<file path="config.mk">
export PLATFORM = sky130hd
export DESIGN_NAME = reorder_buffer
export DESIGN_NICKNAME = d
export VERILOG_FILES = /design/src/rtl/reorder_buffer_pkg.sv /design/src/rtl/reorder_buffer.sv
export SDC_FILE = /design/constraint.sdc
export NUM_CORES = 2
export LEC_CHECK = 0
export ABC_CLOCK_PERIOD_IN_PS = 14150
export BUFFER_PORTS_ARGS = -buffer_cell sky130_fd_sc_hd__buf_4
export CAP_MARGIN = 10
export CORE_ASPECT_RATIO = 0.7
export CORE_UTILIZATION = 30
export CTS_BUF_LIST = sky130_fd_sc_hd__clkbuf_8
export DETAILED_ROUTE_END_ITERATION = 6
export GPL_ROUTABILITY_DRIVEN = 0
export GPL_TIMING_DRIVEN = 0
export PLACE_DENSITY = 0.55
export SKIP_CTS_REPAIR_TIMING = 1
export SYNTH_ARGS = -nofsm -noshare
export SYNTH_HDL_FRONTEND = slang
export SYNTH_SLANG_ARGS = --single-unit
</file>
<file path="constraint.sdc">
create_clock -name clk -period 14.15 [get_ports clk]
set_input_delay 2.1225 -clock clk [delete_from_list [all_inputs] [get_ports clk]]
set_output_delay 2.1225 -clock clk [all_outputs]
set_load 0.005 [all_outputs]
</file>
<file path="src/rtl/reorder_buffer_pkg.sv">
// Shared types and helpers for the reorder buffer: instruction class codes,
// the "no destination register" marker and the branch redirect rule.
package reorder_buffer_pkg;

    localparam logic [5:0] REG_NULL = 6'b100000;

    typedef enum logic [1:0] {
        T_ALU       = 2'd0,
        T_BRANCH    = 2'd1,
        T_STORE     = 2'd2,
        T_JALR_LOAD = 2'd3
    } issue_type_e;

    function automatic logic [31:0] branch_redirect(
        input logic        taken,
        input logic [31:0] target,
        input logic [31:0] pc
    );
        return taken ? target : pc + 32'd4;
    endfunction

endpackage

</file>
<file path="src/rtl/reorder_buffer.sv">
// Circular in-order retirement buffer: allocate at tail, capture ALU/LSB CDB results, retire head.
// Commit/rollback outputs registered (one edge after head becomes ready); issue, query and full are combinational.
// Backpressure: rob_full blocks issue when all entries are live or a rollback pulse is out; rdy=0 freezes state.
module reorder_buffer
    import reorder_buffer_pkg::*;
#(
    parameter int ROB_DEPTH = 16,
    parameter int IDX_W     = 4
) (
    input  logic             clk,
    input  logic             rst,
    input  logic             rdy,

    input  logic             issue_valid,
    input  logic [1:0]       issue_type,
    input  logic             issue_is_load,
    input  logic [5:0]       issue_rd,
    input  logic [31:0]      issue_pc,
    input  logic             issue_pred_taken,
    output logic             rob_full,
    output logic [IDX_W:0]   rob_new_entry,
    output logic             issue_sgn,

    input  logic             cdb_alu_valid,
    input  logic [IDX_W:0]   cdb_alu_entry,
    input  logic [31:0]      cdb_alu_value,
    input  logic             cdb_alu_taken,
    input  logic [31:0]      cdb_alu_target,
    input  logic             cdb_lsb_valid,
    input  logic [IDX_W:0]   cdb_lsb_entry,
    input  logic [31:0]      cdb_lsb_value,

    input  logic [IDX_W:0]   qj_entry,
    input  logic [IDX_W:0]   qk_entry,
    output logic             qj_ready,
    output logic [31:0]      qj_value,
    output logic             qk_ready,
    output logic [31:0]      qk_value,

    output logic             commit_sgn,
    output logic [IDX_W:0]   rob_entry,
    output logic [5:0]       rob_des,
    output logic [31:0]      rob_result,
    output logic             store_commit,
    output logic [IDX_W:0]   store_commit_entry,
    output logic             bp_update,
    output logic [31:0]      bp_update_pc,
    output logic             bp_update_taken,
    output logic             rollback,
    output logic [31:0]      rollback_pc
);

    localparam logic [IDX_W:0]   FULL_CNT = ROB_DEPTH[IDX_W:0];
    localparam logic [IDX_W-1:0] IDX_ONE  = {{(IDX_W-1){1'b0}}, 1'b1};

    logic             r_busy    [ROB_DEPTH];
    logic             r_ready   [ROB_DEPTH];
    issue_type_e      r_type    [ROB_DEPTH];
    logic             r_is_load [ROB_DEPTH];
    logic [5:0]       r_rd      [ROB_DEPTH];
    logic [31:0]      r_pc      [ROB_DEPTH];
    logic             r_pred    [ROB_DEPTH];
    logic [31:0]      r_value   [ROB_DEPTH];
    logic             r_taken   [ROB_DEPTH];
    logic [31:0]      r_target  [ROB_DEPTH];
    logic [IDX_W-1:0] r_head;
    logic [IDX_W-1:0] r_tail;
    logic [IDX_W:0]   r_count;

    logic [IDX_W-1:0] w_alu_idx;
    logic [IDX_W-1:0] w_lsb_idx;
    logic             w_wb_en;
    logic             w_alu_wr;
    logic             w_lsb_wr;
    logic             w_commit;
    logic             w_mispredict;
    logic             w_flush;

    assign rob_full      = (r_count == FULL_CNT) || rollback;
    assign issue_sgn     = issue_valid && !rob_full && rdy;
    assign rob_new_entry = {1'b0, r_tail};

    // The tag MSB is only ever set by ENTRY_NULL, so it alone marks "no entry".
    assign w_alu_idx = cdb_alu_entry[IDX_W-1:0];
    assign w_lsb_idx = cdb_lsb_entry[IDX_W-1:0];
    assign w_wb_en   = rdy && !rollback;
    assign w_alu_wr  = w_wb_en && cdb_alu_valid && !cdb_alu_entry[IDX_W] && r_busy[w_alu_idx];
    assign w_lsb_wr  = w_wb_en && cdb_lsb_valid && !cdb_lsb_entry[IDX_W] && r_busy[w_lsb_idx]
                       && !(cdb_alu_valid && cdb_alu_entry == cdb_lsb_entry);

    assign w_commit     = rdy && (r_count != '0) && r_ready[r_head];
    assign w_mispredict = (r_type[r_head] == T_BRANCH && r_taken[r_head] != r_pred[r_head])
                          || (r_type[r_head] == T_JALR_LOAD && !r_is_load[r_head]);
    assign w_flush      = w_commit && w_mispredict;

    function automatic logic [32:0] lookup(input logic [IDX_W:0] q);
        logic [IDX_W-1:0] i;
        i      = q[IDX_W-1:0];
        lookup = 33'd0;
        if (!q[IDX_W] && r_busy[i]) begin
            if (cdb_alu_valid && cdb_alu_entry == q)
                lookup = {1'b1, cdb_alu_value};
            else if (cdb_lsb_valid && cdb_lsb_entry == q)
                lookup = {1'b1, cdb_lsb_value};
            else if (r_ready[i])
                lookup = {1'b1, r_value[i]};
        end
    endfunction

    assign {qj_ready, qj_value} = lookup(qj_entry);
    assign {qk_ready, qk_value} = lookup(qk_entry);

    always_ff @(posedge clk or negedge rst) begin
        if (!rst) begin
            r_head             <= '0;
            r_tail             <= '0;
            r_count            <= '0;
            for (int i = 0; i < ROB_DEPTH; i++) begin
                r_busy[i]  <= 1'b0;
                r_ready[i] <= 1'b0;
            end
            commit_sgn         <= 1'b0;
            rob_entry          <= '0;
            rob_des            <= '0;
            rob_result         <= '0;
            store_commit       <= 1'b0;
            store_commit_entry <= '0;
            bp_update          <= 1'b0;
            bp_update_pc       <= '0;
            bp_update_taken    <= 1'b0;
            rollback           <= 1'b0;
            rollback_pc        <= '0;
        end else begin
            commit_sgn         <= 1'b0;
            rob_entry          <= '0;
            rob_des            <= '0;
            rob_result         <= '0;
            store_commit       <= 1'b0;
            store_commit_entry <= '0;
            bp_update          <= 1'b0;
            bp_update_pc       <= '0;
            bp_update_taken    <= 1'b0;
            rollback           <= 1'b0;
            rollback_pc        <= '0;

            if (w_commit) begin
                r_busy[r_head] <= 1'b0;
                case (r_type[r_head])
                    T_ALU, T_JALR_LOAD: begin
                        commit_sgn <= 1'b1;
                        rob_entry  <= {1'b0, r_head};
                        rob_des    <= r_rd[r_head];
                        rob_result <= r_value[r_head];
                        if (r_type[r_head] == T_JALR_LOAD && !r_is_load[r_head]) begin
                            rollback    <= 1'b1;
                            rollback_pc <= r_target[r_head];
                        end
                    end
                    T_BRANCH: begin
                        bp_update       <= 1'b1;
                        bp_update_pc    <= r_pc[r_head];
                        bp_update_taken <= r_taken[r_head];
                        if (r_taken[r_head] != r_pred[r_head]) begin
                            rollback    <= 1'b1;
                            rollback_pc <= branch_redirect(r_taken[r_head], r_target[r_head], r_pc[r_head]);
                        end
                    end
                    default: begin
                        store_commit       <= 1'b1;
                        store_commit_entry <= {1'b0, r_head};
                        rob_des            <= REG_NULL;
                    end
                endcase
            end

            if (w_alu_wr) r_ready[w_alu_idx] <= 1'b1;
            if (w_lsb_wr) r_ready[w_lsb_idx] <= 1'b1;

            if (issue_sgn) begin
                r_busy[r_tail]  <= 1'b1;
                r_ready[r_tail] <= 1'b0;
            end

            // Later assignments win: a flush overrides the writeback and issue above.
            if (w_flush) begin
                for (int i = 0; i < ROB_DEPTH; i++) begin
                    r_busy[i]  <= 1'b0;
                    r_ready[i] <= 1'b0;
                end
                r_head  <= '0;
                r_tail  <= '0;
                r_count <= '0;
            end else begin
                if (w_commit)  r_head <= r_head + IDX_ONE;
                if (issue_sgn) r_tail <= r_tail + IDX_ONE;
                r_count <= r_count + (IDX_W+1)'(issue_sgn) - (IDX_W+1)'(w_commit);
            end
        end
    end

    // Payload storage needs no reset; it is only observed behind busy/ready.
    always_ff @(posedge clk) begin
        if (w_alu_wr) begin
            r_value[w_alu_idx]  <= cdb_alu_value;
            r_taken[w_alu_idx]  <= cdb_alu_taken;
            r_target[w_alu_idx] <= cdb_alu_target;
        end
        if (w_lsb_wr)
            r_value[w_lsb_idx] <= cdb_lsb_value;
        if (issue_sgn) begin
            r_type[r_tail]    <= issue_type_e'(issue_type);
            r_is_load[r_tail] <= issue_is_load;
            r_rd[r_tail]      <= issue_rd;
            r_pc[r_tail]      <= issue_pc;
            r_pred[r_tail]    <= issue_pred_taken;
            r_value[r_tail]   <= '0;
            r_taken[r_tail]   <= 1'b0;
            r_target[r_tail]  <= '0;
        end
    end

endmodule

</file>
==> run metrics <==
result of the run=finished, violations left; violations in the final reports=DRC, capacitance limit, slew limit; Bufs on Longest Clock Path=4; top cells by area, synth=sky130_fd_sc_hd__dfxtp_1, sky130_fd_sc_hd__edfxtp_1, sky130_fd_sc_hd__mux4_2; Std-Cell Core Area=0.293 mm^2; vias in the first global route=72365; met3 Track Usage GR=12.0%; max frequency=0.0992 GHz; number of filler instances in the final layout=28780; setup repair after global routing missed its margin=false; library cell occupying the most area in the post-synthesis netlist=sky130_fd_sc_hd__dfxtp_1; type of the worst setup path=input pin to output pin; portion of the post-synthesis area used by sequential elements=50.6%; top flip-flop cell by instance count after synthesis=sky130_fd_sc_hd__dfxtp_1; most used cells in the layout excluding fill and tap cells=sky130_fd_sc_hd__nand2_1, sky130_fd_sc_hd__a21oi_1, sky130_fd_sc_hd__dfxtp_1; Critical Path Source Type=input pin; global-route usage over all layers=26.6%; post-route antenna net violation count=0; maximum capacitance violations=4; Worst Max-Slew Pin Slew=1500 ps; Chip Height=457 um; proportion of netlist area held by the largest area contributor=23.4%; die footprint=0.298 mm^2; final period demand of the worst path=10080 ps; static leakage power=34.5 nW; Tcrit/Tclk final=71.2%; met2 demand-to-capacity share in global routing=35.3%; flip-flop and latch count after synthesis=1872; aggregate routed wire length=412 mm; endpoint kind of the worst setup timing path=output pin; average detailed-routed wire length per instance=32.9 um; fraction of final layout cells sized beyond drive strength 1=19.5%; area used by sequential logic in the layout=0.0450 mm^2; Slew Limit Fails=10; number of enable-type register cells in the synthesized netlist=672; Row Count=166; maximum number of pins on one net before global-route repair=94; summed instance area of the synthesized netlist=0.0889 mm^2; Syn Inst Count=7665; maximum vdd drop=93.6 uV; drt first-iter violations=14433; CP Max Fanout=11; global-route wire length before repair=562 mm; global routing usage on met1=35.6%; fraction of synthesized area in multiplexers=22.4%; synthesized-area fraction occupied by ao, oa, aoi and oai cells=12.0%; total area of multi-input combinational cells=0.0401 mm^2; Synth Area in Adders=0.290%; area added between synthesis and finish=16.0%; clock slew at the register clock pins of the worst setup and hold paths=60 ps; master cell of the clock root buffer=sky130_fd_sc_hd__clkbuf_8; Tightest Hold Check Type=flip-flop to flip-flop; number of remaining DRC errors=64; Async SR Flop Fraction=8.55%; initial core utilization=30.3%; post-route clock skew=99.4 ps; count of nets after finishing=8477; number of antenna violations at the first check in global routing=85; via count normalized by instance count=6.15; I/O pin count=355; cell area after placement=0.0964 mm^2; total via count in the routed design=77012; clock buffers created by TritonCTS=315; Design Area, Final=0.103 mm^2; router iterations before antenna repair=7; worst path required time=12030 ps; # setup viols final=0; main combinational cell family by area after synthesis=multiplexers; Die W=653 um; number of clock sinks seen by CTS=1872; Most Used Layer, Global Route=met1; H-tree levels=5; final sum of negative setup slack=0 ps; Avg Synthesized Cell Area=11.6 um^2; YS warnings=0; final hold violation count=0; input/output buffers=244; worst endpoint data arrival time=7960 ps; overflow left after global routing=0; synthesized-area fraction occupied by xor and xnor cells=0.414%; post-synthesis share of cell area spent on and, or, nand and nor gates=10.1%; post-synth cell types=78; clock insertion delay at the later pin of the skew report=1030 ps; TritonCTS clock tree=built; P per Cell Area=168 mW/mm^2; most common cell after layout, fill and taps aside=sky130_fd_sc_hd__nand2_1; headroom to the max-slew limit=-0.258%; placed wire-length estimate after detailed placement=292 mm
==> sequential cells by signal, summed over array words and instances (netlist names), 32 cells and up <==
name	count
r_pc	512
r_value	512
rob_result	32
rollback_pc	32
r_rd	96
r_type	32
r_target	512
bp_update_pc	32
==> cell families after synthesis <==
| group | Yosys count |
|---|---|
| buffers and inverters | 881 |
| flip-flops | 1872 |
| other | 1 |
| multiplexers | 875 |
| adder cells (fa/ha/maj) | 20 |
| XOR/XNOR | 42 |
| AO/OA/AOI/OAI | 1764 |
| AND/OR/NAND/NOR | 2210 |
==> area by class of cell <==
| class | instances | area share [%] |
|---|---|---|
| Antenna cell | 46 | 0.112 |
| Buffer | 855 | 3.62 |
| Inverter | 26 | 0.0971 |
| Multi-Input combinational cell | 4914 | 38.9 |
| Timing Repair Buffer | 308 | 2.88 |
| Sequential cell | 1872 | 43.6 |
| Tap cell | 3948 | 4.79 |
| Clock inverter | 191 | 1.11 |
| Clock buffer | 364 | 4.86 |
==> cells in the mapped netlist (24+ instances only) <==
| library cell | instances |
|---|---|
| sky130_fd_sc_hd__nor2_1 | 171 |
| sky130_fd_sc_hd__mux4_1 | 74 |
| sky130_fd_sc_hd__nor3_1 | 67 |
| sky130_fd_sc_hd__a311oi_1 | 64 |
| sky130_fd_sc_hd__nand2_1 | 1724 |
| sky130_fd_sc_hd__dfrtp_1 | 160 |
| sky130_fd_sc_hd__nand3_1 | 98 |
| sky130_fd_sc_hd__buf_1 | 131 |
| sky130_fd_sc_hd__a21oi_1 | 1083 |
| sky130_fd_sc_hd__and2_1 | 44 |
| sky130_fd_sc_hd__clkbuf_1 | 629 |
| sky130_fd_sc_hd__a22oi_1 | 534 |
| sky130_fd_sc_hd__buf_2 | 44 |
| sky130_fd_sc_hd__mux4_2 | 791 |
| sky130_fd_sc_hd__edfxtp_1 | 672 |
| sky130_fd_sc_hd__nor2b_1 | 24 |
| sky130_fd_sc_hd__dfxtp_1 | 1040 |
==> report_power, final <==
| group | total, mW | switching, mW | internal (mW) |
|---|---|---|---|
| combinational | 5.66 | 3.39 | 2.27 |
| clock | 4.97 | 2.43 | 2.54 |
| sequential | 6.69 | 0.503 | 6.19 |
| total | 17.3 | 6.32 | 11.0 |
==> path summary, 6_finish.rpt <==
| check | from | to | slack (ps) | depth (start not counted) |
|---|---|---|---|---|
| max | qj_entry[2] | qj_value[21] | 4070 | 10 |
| min | r_target[3][12]$_SDFFE_PP0P_ | r_target[3][12]$_SDFFE_PP0P_ | 450 | 2 |
| max reg2reg | r_head[1]$_DFFE_PN0P_ | rob_result[5]$_DFF_PN0_ | 6270 | 18 |
| min reg2reg | r_target[3][12]$_SDFFE_PP0P_ | r_target[3][12]$_SDFFE_PP0P_ | 450 | 2 |
| max in group asynchronous | rst | rob_des[4]$_DFF_PN0_ | 11860 | 2 |
| min in group asynchronous | rst | rob_result[19]$_DFF_PN0_ | 1020 | 1 |
==> metrics by stage <==
stage               setup WS (ps)  utilization, %  total power [mW]  hold slack [ps]  cells
finish                       4070            35.1              17.3              453  12524
global route                 4370            35.1              17.8              467  12497
CTS                          4650            35.0              17.1              452  12450
detailed placement           4680            32.9              12.2              443  11895
global placement             4470            32.6              12.1              437  11859
floorplan                    7560               -              10.0              432   7667
==> critical path, cell delays in order <==
cell,delay [ps]
sky130_fd_sc_hd__clkbuf_1,710
sky130_fd_sc_hd__clkbuf_1,680
sky130_fd_sc_hd__clkbuf_1,1070
sky130_fd_sc_hd__xnor2_1,130
sky130_fd_sc_hd__nand3_1,150
sky130_fd_sc_hd__clkbuf_1,1020
sky130_fd_sc_hd__clkbuf_1,790
sky130_fd_sc_hd__nor2_1,100
sky130_fd_sc_hd__a311oi_1,850
sky130_fd_sc_hd__buf_4,240
==> metal layers <==
layer,vias to the layer above,share of wire [%],routed length (um)
met4,78,6.1,25000
met5,-,0.20,806
li1,29921,-,-
met2,7247,39,162000
met1,38271,38,157000
met3,1495,16,67600
(Power assumes the default switching activity.)
